$ cat config.mk
export PLATFORM = sky130hd
export DESIGN_NAME = uart_rx_frame_flat
export DESIGN_NICKNAME = d
export VERILOG_FILES = /design/src/rtl/uart_rx_frame_if.sv /design/src/rtl/uart_rx_frame.sv /design/src/flat_wrapper.sv
export SDC_FILE = /design/constraint.sdc
export NUM_CORES = 1
export LEC_CHECK = 0
export BUFFER_PORTS_ARGS = -buffer_cell sky130_fd_sc_hd__buf_4
export CAP_MARGIN = 20
export CORE_ASPECT_RATIO = 0.9
export CORE_MARGIN = 2
export CORE_UTILIZATION = 51
export DETAILED_ROUTE_END_ITERATION = 8
export GPL_ROUTABILITY_DRIVEN = 0
export PLACE_DENSITY = 0.75
export SLEW_MARGIN = 20
export SYNTH_ARGS = -nofsm -noshare
export SYNTH_HDL_FRONTEND = slang
export SYNTH_SLANG_ARGS = --single-unit
$ cat constraint.sdc
create_clock -name clk -period 1.5 [get_ports clk]
set_input_delay 0.15 -clock clk [delete_from_list [all_inputs] [get_ports clk]]
set_output_delay 0.15 -clock clk [all_outputs]
set_load 0.01 [all_outputs]
$ cat src/rtl/uart_rx_frame_if.sv
// Serial-line and parallel-frame signals between the UART receiver and its environment.
// The slave modport is the receiver; the master modport drives the line and consumes frames.
interface uart_rx_frame_if #(
  parameter int unsigned MAXD = 8
);
  logic            din;
  logic [1:0]      par;
  logic            snum;
  logic            dnum;
  logic            ack;
  logic [MAXD-1:0] dout;
  logic            valid;
  logic            par_err;
  logic            frm_err;
  logic            ovr_err;
  logic            busy;

  modport master (
    output din, par, snum, dnum, ack,
    input  dout, valid, par_err, frm_err, ovr_err, busy
  );

  modport slave (
    input  din, par, snum, dnum, ack,
    output dout, valid, par_err, frm_err, ovr_err, busy
  );
endinterface

$ cat src/rtl/uart_rx_frame.sv
// UART frame receiver, one line bit per clock: start, LSB-first data, optional parity,
// 1 or 2 stop bits. Completed frames are held in a valid/ack register with error flags.
module uart_rx_frame #(
  parameter int unsigned MAXD = 8
) (
  input logic           clk,
  input logic           rst,
  uart_rx_frame_if.slave bus
);

  localparam int unsigned CW = (MAXD > 1) ? $clog2(MAXD) : 1;

  localparam logic [2:0] StIdle   = 3'd0;
  localparam logic [2:0] StData   = 3'd1;
  localparam logic [2:0] StParity = 3'd2;
  localparam logic [2:0] StStop1  = 3'd3;
  localparam logic [2:0] StStop2  = 3'd4;
  localparam logic [2:0] StBreak  = 3'd5;

  localparam logic [CW-1:0] LastFull  = CW'(MAXD - 1);
  localparam logic [CW-1:0] LastShort = CW'(MAXD - 2);

  logic [2:0]      state_q, state_d;
  logic [CW-1:0]   cnt_q, cnt_d;
  logic [MAXD-1:0] sh_q, sh_d;
  logic [1:0]      cfg_par_q, cfg_par_d;
  logic            cfg_snum_q, cfg_snum_d;
  logic            cfg_dnum_q, cfg_dnum_d;
  logic            perr_q, perr_d;
  logic            ferr_q, ferr_d;
  logic [MAXD-1:0] dout_q, dout_d;
  logic            valid_q, valid_d;
  logic            par_err_q, par_err_d;
  logic            frm_err_q, frm_err_d;
  logic            ovr_err_q, ovr_err_d;
  logic            busy_q, busy_d;
  logic            done;

  always_comb begin
    state_d    = state_q;
    cnt_d      = cnt_q;
    sh_d       = sh_q;
    cfg_par_d  = cfg_par_q;
    cfg_snum_d = cfg_snum_q;
    cfg_dnum_d = cfg_dnum_q;
    perr_d     = perr_q;
    ferr_d     = ferr_q;
    done       = 1'b0;

    case (state_q)
      StIdle: begin
        if (!bus.din) begin
          state_d    = StData;
          cnt_d      = '0;
          sh_d       = '0;
          perr_d     = 1'b0;
          ferr_d     = 1'b0;
          cfg_par_d  = bus.par;
          cfg_snum_d = bus.snum;
          cfg_dnum_d = bus.dnum;
        end
      end
      StData: begin
        // Bits land at their final position, so a short frame leaves the MSB at 0.
        sh_d[cnt_q] = bus.din;
        cnt_d       = cnt_q + CW'(1);
        if (cnt_q == (cfg_dnum_q ? LastShort : LastFull)) begin
          state_d = cfg_par_q[1] ? StParity : StStop1;
        end
      end
      StParity: begin
        if (bus.din != ((^sh_q) ^ cfg_par_q[0])) perr_d = 1'b1;
        state_d = StStop1;
      end
      StStop1: begin
        if (!bus.din) ferr_d = 1'b1;
        if (cfg_snum_q) done = 1'b1;
        else            state_d = StStop2;
      end
      StStop2: begin
        if (!bus.din) ferr_d = 1'b1;
        done = 1'b1;
      end
      StBreak: begin
        if (bus.din) state_d = StIdle;
      end
      default: state_d = StIdle;
    endcase

    // A framing error means the line may be held low; wait it out instead of decoding zeros.
    if (done) state_d = ferr_d ? StBreak : StIdle;
  end

  always_comb begin
    dout_d    = dout_q;
    valid_d   = valid_q;
    par_err_d = par_err_q;
    frm_err_d = frm_err_q;
    ovr_err_d = ovr_err_q;
    if (done) begin
      dout_d    = sh_q;
      par_err_d = perr_q;
      frm_err_d = ferr_d;
      valid_d   = 1'b1;
      if (valid_q) ovr_err_d = !bus.ack;
    end else if (valid_q && bus.ack) begin
      valid_d   = 1'b0;
      ovr_err_d = 1'b0;
    end
    busy_d = (state_d != StIdle);
  end

  always_ff @(posedge clk or posedge rst) begin
    if (rst) begin
      state_q    <= StIdle;
      cnt_q      <= '0;
      sh_q       <= '0;
      cfg_par_q  <= '0;
      cfg_snum_q <= 1'b0;
      cfg_dnum_q <= 1'b0;
      perr_q     <= 1'b0;
      ferr_q     <= 1'b0;
      dout_q     <= '0;
      valid_q    <= 1'b0;
      par_err_q  <= 1'b0;
      frm_err_q  <= 1'b0;
      ovr_err_q  <= 1'b0;
      busy_q     <= 1'b0;
    end else begin
      state_q    <= state_d;
      cnt_q      <= cnt_d;
      sh_q       <= sh_d;
      cfg_par_q  <= cfg_par_d;
      cfg_snum_q <= cfg_snum_d;
      cfg_dnum_q <= cfg_dnum_d;
      perr_q     <= perr_d;
      ferr_q     <= ferr_d;
      dout_q     <= dout_d;
      valid_q    <= valid_d;
      par_err_q  <= par_err_d;
      frm_err_q  <= frm_err_d;
      ovr_err_q  <= ovr_err_d;
      busy_q     <= busy_d;
    end
  end

  assign bus.dout    = dout_q;
  assign bus.valid   = valid_q;
  assign bus.par_err = par_err_q;
  assign bus.frm_err = frm_err_q;
  assign bus.ovr_err = ovr_err_q;
  assign bus.busy    = busy_q;

endmodule
$ cat src/flat_wrapper.sv
// flat-port wrapper written by rule: the top's interface ports become plain ports
module uart_rx_frame_flat 
#(
  parameter int unsigned MAXD = 8
)
  (clk, rst, bus_din, bus_par, bus_snum, bus_dnum, bus_ack, bus_dout, bus_valid, bus_par_err, bus_frm_err, bus_ovr_err, bus_busy);
  uart_rx_frame_if #(.MAXD(MAXD)) bus_i ();
  input logic clk;
  input logic rst;
  input wire logic [$bits(bus_i.din)-1:0] bus_din;
  input wire logic [$bits(bus_i.par)-1:0] bus_par;
  input wire logic [$bits(bus_i.snum)-1:0] bus_snum;
  input wire logic [$bits(bus_i.dnum)-1:0] bus_dnum;
  input wire logic [$bits(bus_i.ack)-1:0] bus_ack;
  output wire logic [$bits(bus_i.dout)-1:0] bus_dout;
  output wire logic [$bits(bus_i.valid)-1:0] bus_valid;
  output wire logic [$bits(bus_i.par_err)-1:0] bus_par_err;
  output wire logic [$bits(bus_i.frm_err)-1:0] bus_frm_err;
  output wire logic [$bits(bus_i.ovr_err)-1:0] bus_ovr_err;
  output wire logic [$bits(bus_i.busy)-1:0] bus_busy;
  assign bus_i.din = bus_din;
  assign bus_i.par = bus_par;
  assign bus_i.snum = bus_snum;
  assign bus_i.dnum = bus_dnum;
  assign bus_i.ack = bus_ack;
  assign bus_dout = bus_i.dout;
  assign bus_valid = bus_i.valid;
  assign bus_par_err = bus_i.par_err;
  assign bus_frm_err = bus_i.frm_err;
  assign bus_ovr_err = bus_i.ovr_err;
  assign bus_busy = bus_i.busy;
  uart_rx_frame #(.MAXD(MAXD)) u_core (.clk(clk), .rst(rst), .bus(bus_i));
endmodule
======== Yosys cells after proc, flatten, opt, wreduce, memory -nomap -nowiden ========
Index checks and enable logic that the tools add are counted.
storage, ports and cells
  bits of input ports ..................... 8
  word-level logic and storage cells ...... 71
  register bits ........................... 33
  output and inout bits ................... 13
cells by class
  bitwise operators ....................... 2
  eq/ne operators ......................... 10
  add/subtract/negate cells ............... 1
  $lt $le $gt $ge ......................... 2
  reduce and logical (&&, ||, !) cells .... 14
  multiplexer cells ....................... 28
operators with widths
  kind                                                                    count
  3-bit 2-to-1 mux                                                        7
  3-bit case mux with 6 select lines                                      1
  8-bit case mux with 2 select lines                                      1
  1-bit 2-to-1 mux                                                        12
  8-bit bitwise mux                                                       1
  8-bit 2-to-1 mux                                                        1
  8-bit XOR reduction                                                     1
  3-bit by 2-bit == test with 1-bit output (second input constant)        2
  3-bit == test (second input constant)                                   2
  1-bit case mux with 2 select lines                                      3
  3-bit case mux with 2 select lines                                      1
  2-bit AND reduction                                                     3
  2-bit nonzero test                                                      3
  3-bit by 4-bit < comparator with 1-bit output (second input constant)   1
  2-bit by 1-bit != test with 1-bit output (second input constant)        2
  3-bit by 1-bit adder with 3-bit output (second input constant)          1
  1-bit demux with 3-bit select                                           1
  3-bit by 1-bit == test with 1-bit output (second input constant)        1
  3-bit == test                                                           1
  3-bit by 1-bit >= comparator with 1-bit output (second input constant)  1
  3-bit zero test                                                         1
  3-bit AND reduction                                                     1
  3-bit nonzero test                                                      1
  1-bit logical AND                                                       2
  6 further kinds                                                         6

======== Depth between registers and ports, before layout ========
Gate-level depths: netlist of run 1.
  depth in word-level cells ............... 6
  gate-level depth with buffers ........... 6
  gate-level depth less buffers ........... 4

======== Worst setup path after synthesis of run 1 ========
Ideal clock, no wire load.
  path kind ............................... register to register
  start point ............................. reg u_core.state_q[1]
  end point ............................... reg u_core.sh_q[0]
  setup time .............................. 0.092 ns
  stages on the path, launching flop included .. 5
  setup slack ............................. -0.002 ns
  path buffers ............................ 1
  period minus slack after synthesis ...... 1.502 ns
  data arrival time ....................... 1.411 ns
  required time ........................... 1.408 ns
  cells stage by stage .................... dfrtp_1 or3b_1 buf_2 or3_4 o31ai_2
on the way
  longest elaborated chain between the ends .. 3
  elaborated cells on any way between the ends .. 6
  classes of those cells .................. eq/ne: 2; mux: 1; reduce/logical: 3
ends and longest elaborated chain
  element                                                                             line                  RTL
  from (decl)                                                                         uart_rx_frame.sv:23   logic [2:0] state_q, state_d;
  from (signal assigned)                                                              uart_rx_frame.sv:115  state_q <= StIdle;
  from (signal assigned)                                                              uart_rx_frame.sv:130  state_q <= state_d;
  3-bit by 1-bit == test with 1-bit output / 3-bit zero test (equally long branches)  uart_rx_frame.sv:50   case (state_q)
  2-bit nonzero test (no line) / 2-bit != test (equally long branches)                -
  2-bit AND reduction (no line)                                                       -
  to (signal assigned)                                                                uart_rx_frame.sv:117  sh_q <= '0;
  to (signal assigned)                                                                uart_rx_frame.sv:132  sh_q <= sh_d;
  to (decl)                                                                           uart_rx_frame.sv:25   logic [MAXD-1:0] sh_q, sh_d;
Several ways; a longest one is shown, not always the timed one.
A chain may end at the register's enable or synchronous reset.

======== Worst setup path after layout of run 1 ========
  start point ............................. reg u_core.state_q[1]
  end point ............................... reg u_core.sh_q[1]
Same word-level chain as after synthesis.

==> results of run 1 <==
-- synth_stat cells (all sizes together) --
master  number
dfrtp       33
o21ai       22
mux2        14
buf          9
inv          6
nand2        5
nor2         5
xnor2        5
a21oi        4
a31oi        4
nand2b       4
o21a         3
xor2         3
nor3b        2
o31ai        2
or3          2
a21o         1
a221o        1
a22o         1
a31o         1
a32o         1
a32oi        1
clkbuf       1
ha           1
nand3        1
nand4        1
nor2b        1
nor3         1
nor4         1
nor4b        1
o211ai       1
o311ai       1
o41a         1
or3b         1
or4b         1
xnor3        1
-- metrics by stage --
step / worst slack (ps) / instance area, um^2 / hold WS, ps
3_3_place_gp: -48.5 / 1910 / 256
2_1_floorplan: 4.67 / 1640 / 236
4_1_cts: -7.85 / 2040 / 26.5
5_1_grt: -162 / 2200 / 32.4
6_report: -61.0 / 2200 / 38.4
3_5_place_dp: -126 / 1910 / 269
-- worst register-to-register path, stage by stage, from the launching register on --
cell,delay (ps)
dfrtp_2,460
buf_4,180
nor3b_2,290
nand3_1,220
o31ai_1,310
-- final cells by class --
| type | count | area [um^2] | area share [%] |
|---|---|---|---|
| Clock buffer | 7 | 55.1 | 2.51 |
| Multi-Input combinational cell | 94 | 823 | 37.5 |
| Inverter | 6 | 22.5 | 1.03 |
| Sequential cell | 33 | 828 | 37.7 |
| Tap cell | 42 | 52.6 | 2.39 |
| Timing Repair Buffer | 53 | 414 | 18.9 |
-- registers in the layout, summed over array words and instances, names as in the netlist --
| register | count |
|---|---|
| u_core.bus.frm_err | 1 |
| u_core.perr_q | 1 |
| u_core.cfg_snum_q | 1 |
| u_core.ferr_q | 1 |
| u_core.bus.valid | 1 |
| u_core.cfg_par_q | 2 |
| u_core.bus.busy | 1 |
| u_core.bus.ovr_err | 1 |
| u_core.sh_q | 8 |
| u_core.state_q | 3 |
| u_core.cfg_dnum_q | 1 |
| u_core.cnt_q | 3 |
| u_core.bus.par_err | 1 |
| u_core.bus.dout | 8 |
-- kinds of logic (layout without fill, tap and decap cells) --
family | Yosys count | in the layout | share of synthesized area, %
AO/OA/AOI/OAI | 44 | 44 | 17.6
flip-flops | 33 | 33 | 50.7
AND/OR/NAND/NOR | 26 | 26 | 10.4
buffers and inverters | 16 | 66 | 5.22
multiplexers | 14 | 14 | 9.68
XOR/XNOR | 9 | 9 | 5.68
adder cells (fa/ha/maj) | 1 | 1 | 0.768
-- repair_timing --
action,CTS,global route
setup buffers,5,7
hold buffers,2,0
setup endpoints to repair,15,25
pin swaps,5,10
resized for setup,6,23
hold endpoints to repair,35,0
-- final timing paths --
| path | startpoint | endpoint | slack, ps | depth (start not counted) |
|---|---|---|---|---|
| max in group asynchronous | rst | u_core.state_q[1] | 710 | 4 |
| min in group asynchronous | rst | u_core.sh_q[0] | 470 | 4 |
| hold reg to reg | u_core.bus.dout[4] | u_core.bus.dout[4] | 500 | 1 |
| hold / removal | bus_dnum | u_core.cfg_dnum_q | 40 | 2 |
| setup / recovery | u_core.state_q[1] | u_core.sh_q[1] | -60 | 4 |
| setup reg to reg | u_core.state_q[1] | u_core.sh_q[1] | -60 | 4 |
-- cell usage in the layout (no fill, tap or decap), types with 2 or more instances in the layout --
master,n
buf_4,48
dfrtp_1,31
o21ai_1,19
mux2_1,9
inv_1,5
mux2_4,5
nand2_1,5
clkbuf_4,5
nor2_1,4
a31oi_2,4
nand2b_1,3
o21a_1,3
xor2_1,3
xnor2_1,3
a21oi_1,3
buf_6,3
xnor2_2,2
o21ai_0,2
dlygate4sd3_1,2
dfrtp_2,2
-- where the power goes --
group,leakage (nW),internal [mW],total [mW],switching (mW)
clock network,0.0314,0.221,0.507,0.286
registers,0.429,1.25,1.57,0.318
logic,0.583,1.42,2.67,1.25
total,1.04,2.90,4.75,1.85
-- routing by layer --
layer / up-vias / global-route usage, % / part of all wire, %
met2: 47 / 36.5 / 51
met3: 5 / 5.44 / 4.8
met1: 668 / 28.6 / 43
met5: - / 0 / 0
met4: 0 / 6.83 / 1.1
li1: 618 / - / -
==> results_dict.tcl, run 1 <==
set metrics [dict create \
    setup_viol 4 \
    layout-drive-gt1-share_pct 43.5 \
    syn_inst 143 \
    fin_skew_ps 4.85 \
    std_cell_rows 19 \
    die_area_mm2 0.00366 \
    vias_per_cell 5.69 \
    fin_total_pwr_mw 4.75 \
    cpMaxStageDelayCell "dfrtp_2" \
    synth_top_area_cell "dfrtp_1" \
    grt_max_degree 34 \
    grt_pass1_wl_um 6080 \
    dp_cells 214 \
    syn_area_mm2 0.00163 \
    max_slew.worst_pin.slew_ps 470 \
    cts_tree "yes" \
    vias 1338 \
    drv_cap 0 \
    start_util_pct 53.5 \
    critical_path.endpoint_type "flop" \
    wl_per_cell_um 17.2 \
    setup.worst_path.start_class "flop" \
    clockBufferDepth 2 \
    timing.final.crit_share_pct 104 \
    ir_worst_vdd_v 0.00117 \
    die_w_um 63.6 \
    maxSlewHeadroom_pct 68.6 \
    seq_area_frac_synth_pct 50.7 \
    cts_buffers 5 \
    antennaDiodeCount 0 \
    status "complete, but fails checks" \
    syn_avg_cell_area_um2 11.4 \
    detail-route-antenna-nets 0 \
    synth_top_area_share_pct 50.7 \
    failed_checks "setup timing" \
    chipHeight_um 57.6 \
    crit_chain "buf_4, nor3b_2, nand3_1, o31ai_1" \
    clock-sinks 33 \
    insertion_delay_ps 340 \
    utilization_pct 72.2 \
    portBuffers 20 \
    power_density_mw_per_mm2 2160 \
    core_area_mm2 0.00304 \
    synth.distinct_cells 43 \
    power_leakage_nw 1.04 \
    synth.net_count 152 \
    ios 21 \
    cts_max_level 2 \
    drt_iter0_drc 87 \
    nets 202 \
    max_stage_delay_ps 460 \
    post-route-min-period_ps 1560 \
    drv_slew 0 \
    yosys_register_bits 33 \
    max_freq_mhz 641 \
    fill_cells 219 \
    critical_path_buf_inv_count 1 \
    clkTransAtPathRegs_ps 90 \
    cp_data_arrival_time_ps 1790 \
    min_path_type "input port to flop" \
    rsz0062_at_grt "true" \
    cts_root_buffer "clkbuf_4" \
    drt-pass1-iter-count 4 \
    hold_violations 0 \
    grt_pass1_vias 1263 \
    drc_errors 0 \
    antenna_found_initial 0 \
    critPathMaxFanout 6 \
    cp.required_ps 1730 \
    setup_tns_ps -163 \
    crit_family "simple AND/OR/NAND/NOR gates" \
    setup_ws_ps -61.0 \
    stdcell_count 235 \
    wl_um 4050 \
    ys_warn_count 0 \
    grt.total_usage_pct 21.9 \
    ys_top_cells_by_area "dfrtp_1, mux2_1, o21ai_1, xnor2_1, xor2_1" \
    hpwl_um 2470 \
    worstSetupPathType "flop to flop" \
    synthToLayoutAreaGrowth_pct 34.8 \
    grt_overflow 0 \
]
Power figures use the tool's default switching activity.
==> run 2, diff against run 1 <==
Settings changed: CTS_CLUSTER_SIZE set to 10, SETUP_SLACK_MARGIN set to 0.05.
==> run 2 against run 1 <==
  * The run still ends with setup timing left
  * Fmax grew 2.4%
  * Via count rose by 0.37%
  * Critical path type unchanged
  * Largest power group unchanged
  * Wire length rose by 4.2%
  * Non-clock buffer count up 2
  * Die area is the same
  * Count of clock-buffer cells in the layout stayed put
  * Clock skew rose by 4.7 ps
  * Sequential share of layout area fell by 1.6 points
  * Sequential cell count unchanged
  * Final cell count is 0.85% higher
  * Clock power about the same
==> results_dict.tcl, run 2 (synthesis gave the netlist of run 1 again) <==
set metrics [dict create \
    hpwl_um 2430 \
    clockBufferDepth 2 \
    cts_max_level 2 \
    min_path_type "input port to flop" \
    cts_root_buffer "clkbuf_4" \
    rsz0062_at_grt "true" \
    grt_max_degree 34 \
    setup.worst_path.start_class "flop" \
    p_sw_mw 1.97 \
    drc_errors 0 \
    nets 204 \
    place_area_mm2 0.00193 \
    grt_pass1_wl_um 6570 \
    grt_pass1_vias 1306 \
    max_freq_mhz 656 \
    cp.required_ps 1760 \
    clock-sinks 33 \
    power_frac_clock_pct 10.0 \
    max_stage_delay_ps 470 \
    detail-route-antenna-nets 0 \
    grt_overflow 0 \
    drt-pass1-iter-count 4 \
    cts_tree "yes" \
    timing.final.crit_share_pct 102 \
    utilization_pct 75.6 \
    p_int_mw 3.10 \
    setup_viol 3 \
    synthToLayoutAreaGrowth_pct 41.2 \
    die_w_um 63.6 \
    die_area_mm2 0.00366 \
    failed_checks "setup timing" \
    layout-drive-gt1-share_pct 51.3 \
    cp_data_arrival_time_ps 1780 \
    layout_commonest_cell "buf_4" \
    power_density_mw_per_mm2 2200 \
    critical_path_buf_inv_count 0 \
    ir_worst_vdd_v 0.00118 \
    antennaDiodeCount 0 \
    core_area_mm2 0.00304 \
    portBuffers 20 \
    drv_cap 0 \
    r2r_slack_ps -20 \
    std_cell_rows 19 \
    crit_chain "or3b_4, or3_4, o31ai_2" \
    cts_buffers 5 \
    critPathMaxFanout 8 \
    fin_skew_ps 9.57 \
    vias_per_cell 5.67 \
    max_slew.worst_pin.slew_ps 400 \
    status "complete, but fails checks" \
    p_sw_share_pct 38.9 \
    maxSlewHeadroom_pct 73.4 \
    power_leakage_nw 1.10 \
    ios 21 \
    wl_um 4230 \
    wl_per_cell_um 17.8 \
    p_comb_share_pct 58.1 \
    antenna_found_initial 0 \
    worstSetupPathType "flop to flop" \
    p_seq_share_pct 31.9 \
    insertion_delay_ps 340 \
    critical_path.endpoint_type "flop" \
    post-route-min-period_ps 1520 \
    crit_family "simple AND/OR/NAND/NOR gates" \
    drt_iter0_drc 110 \
    clkTransAtPathRegs_ps 100 \
    drv_slew 0 \
    vias 1343 \
    hold_violations 0 \
    start_util_pct 53.5 \
    chipHeight_um 57.6 \
    fill_cells 190 \
    design_area_mm2 0.00230 \
    cpMaxStageDelayCell "dfrtp_2" \
    setup_tns_ps -39.9 \
    setup_ws_ps -24.8 \
    grt.total_usage_pct 24.4 \
    final_cell_mix "buf_4, dfrtp_1, o21ai_1" \
]
-- run 2: worst register-to-register path, cell delays in order, from the launching register on --
cell	delay, ps
dfrtp_2	470
or3b_4	420
or3_4	380
o31ai_2	190
-- run 2: path summary, 6_finish.rpt --
check / from / end / depth (start not counted)
max in group asynchronous: rst / u_core.state_q[0] / 4
min: bus_snum / u_core.cfg_snum_q / 2
max reg2reg: u_core.state_q[0] / u_core.sh_q[0] / 3
min in group asynchronous: rst / u_core.bus.dout[7] / 4
max: u_core.state_q[0] / u_core.sh_q[0] / 3
min reg2reg: u_core.bus.frm_err / u_core.bus.frm_err / 1
-- run 2: layout make-up --
class	instances	area [um^2]	share of cell area, %
Tap cell	42	52.6	2.29
Clock buffer	7	55.1	2.39
Inverter	6	22.5	0.979
Multi-Input combinational cell	94	870	37.8
Sequential cell	33	830	36.1
Timing Repair Buffer	55	470	20.5
-- run 2: repair_timing --
| item | in CTS | in global routing |
|---|---|---|
| pin swaps | 7 | 11 |
| gates resized for setup | 24 | 26 |
| buffers inserted | 7 | 4 |
| hold endpoints to repair | 35 | 0 |
| endpoints found under the setup margin | 26 | 30 |
| cloned | 0 | 0 |
| hold buffers | 2 | 0 |
-- run 2: power groups by stage --
| stage | clock network, mW | registers [mW] | logic (mW) |
|---|---|---|---|
| floorplan | 0 | 1.54 | 1.48 |
| global placement | 0 | 1.54 | 2.12 |
| detailed placement | 0 | 1.56 | 2.19 |
| CTS | 0.518 | 1.56 | 2.51 |
| global route | 0.555 | 1.65 | 3.15 |
| finish | 0.507 | 1.61 | 2.94 |
-- run 2: metal layers --
metal	up-vias	GRT usage (%)	wire (um)
li1	621	-	-
met5	-	0	0
met3	13	6.60	237
met1	662	32.1	1810
met2	47	38.3	2080
met4	0	11.5	95
-- run 2: stage by stage --
step	total power, mW	instances	hold WS, ps	setup WS [ps]
final	5.06	237	43.0	-24.8
after global routing	5.36	237	25.8	-76.1
after CTS	4.59	233	15.5	-1.51
after detailed placement	3.75	217	266	-122
after global placement	3.66	217	258	-53.9
after floorplan	3.02	143	236	16.9
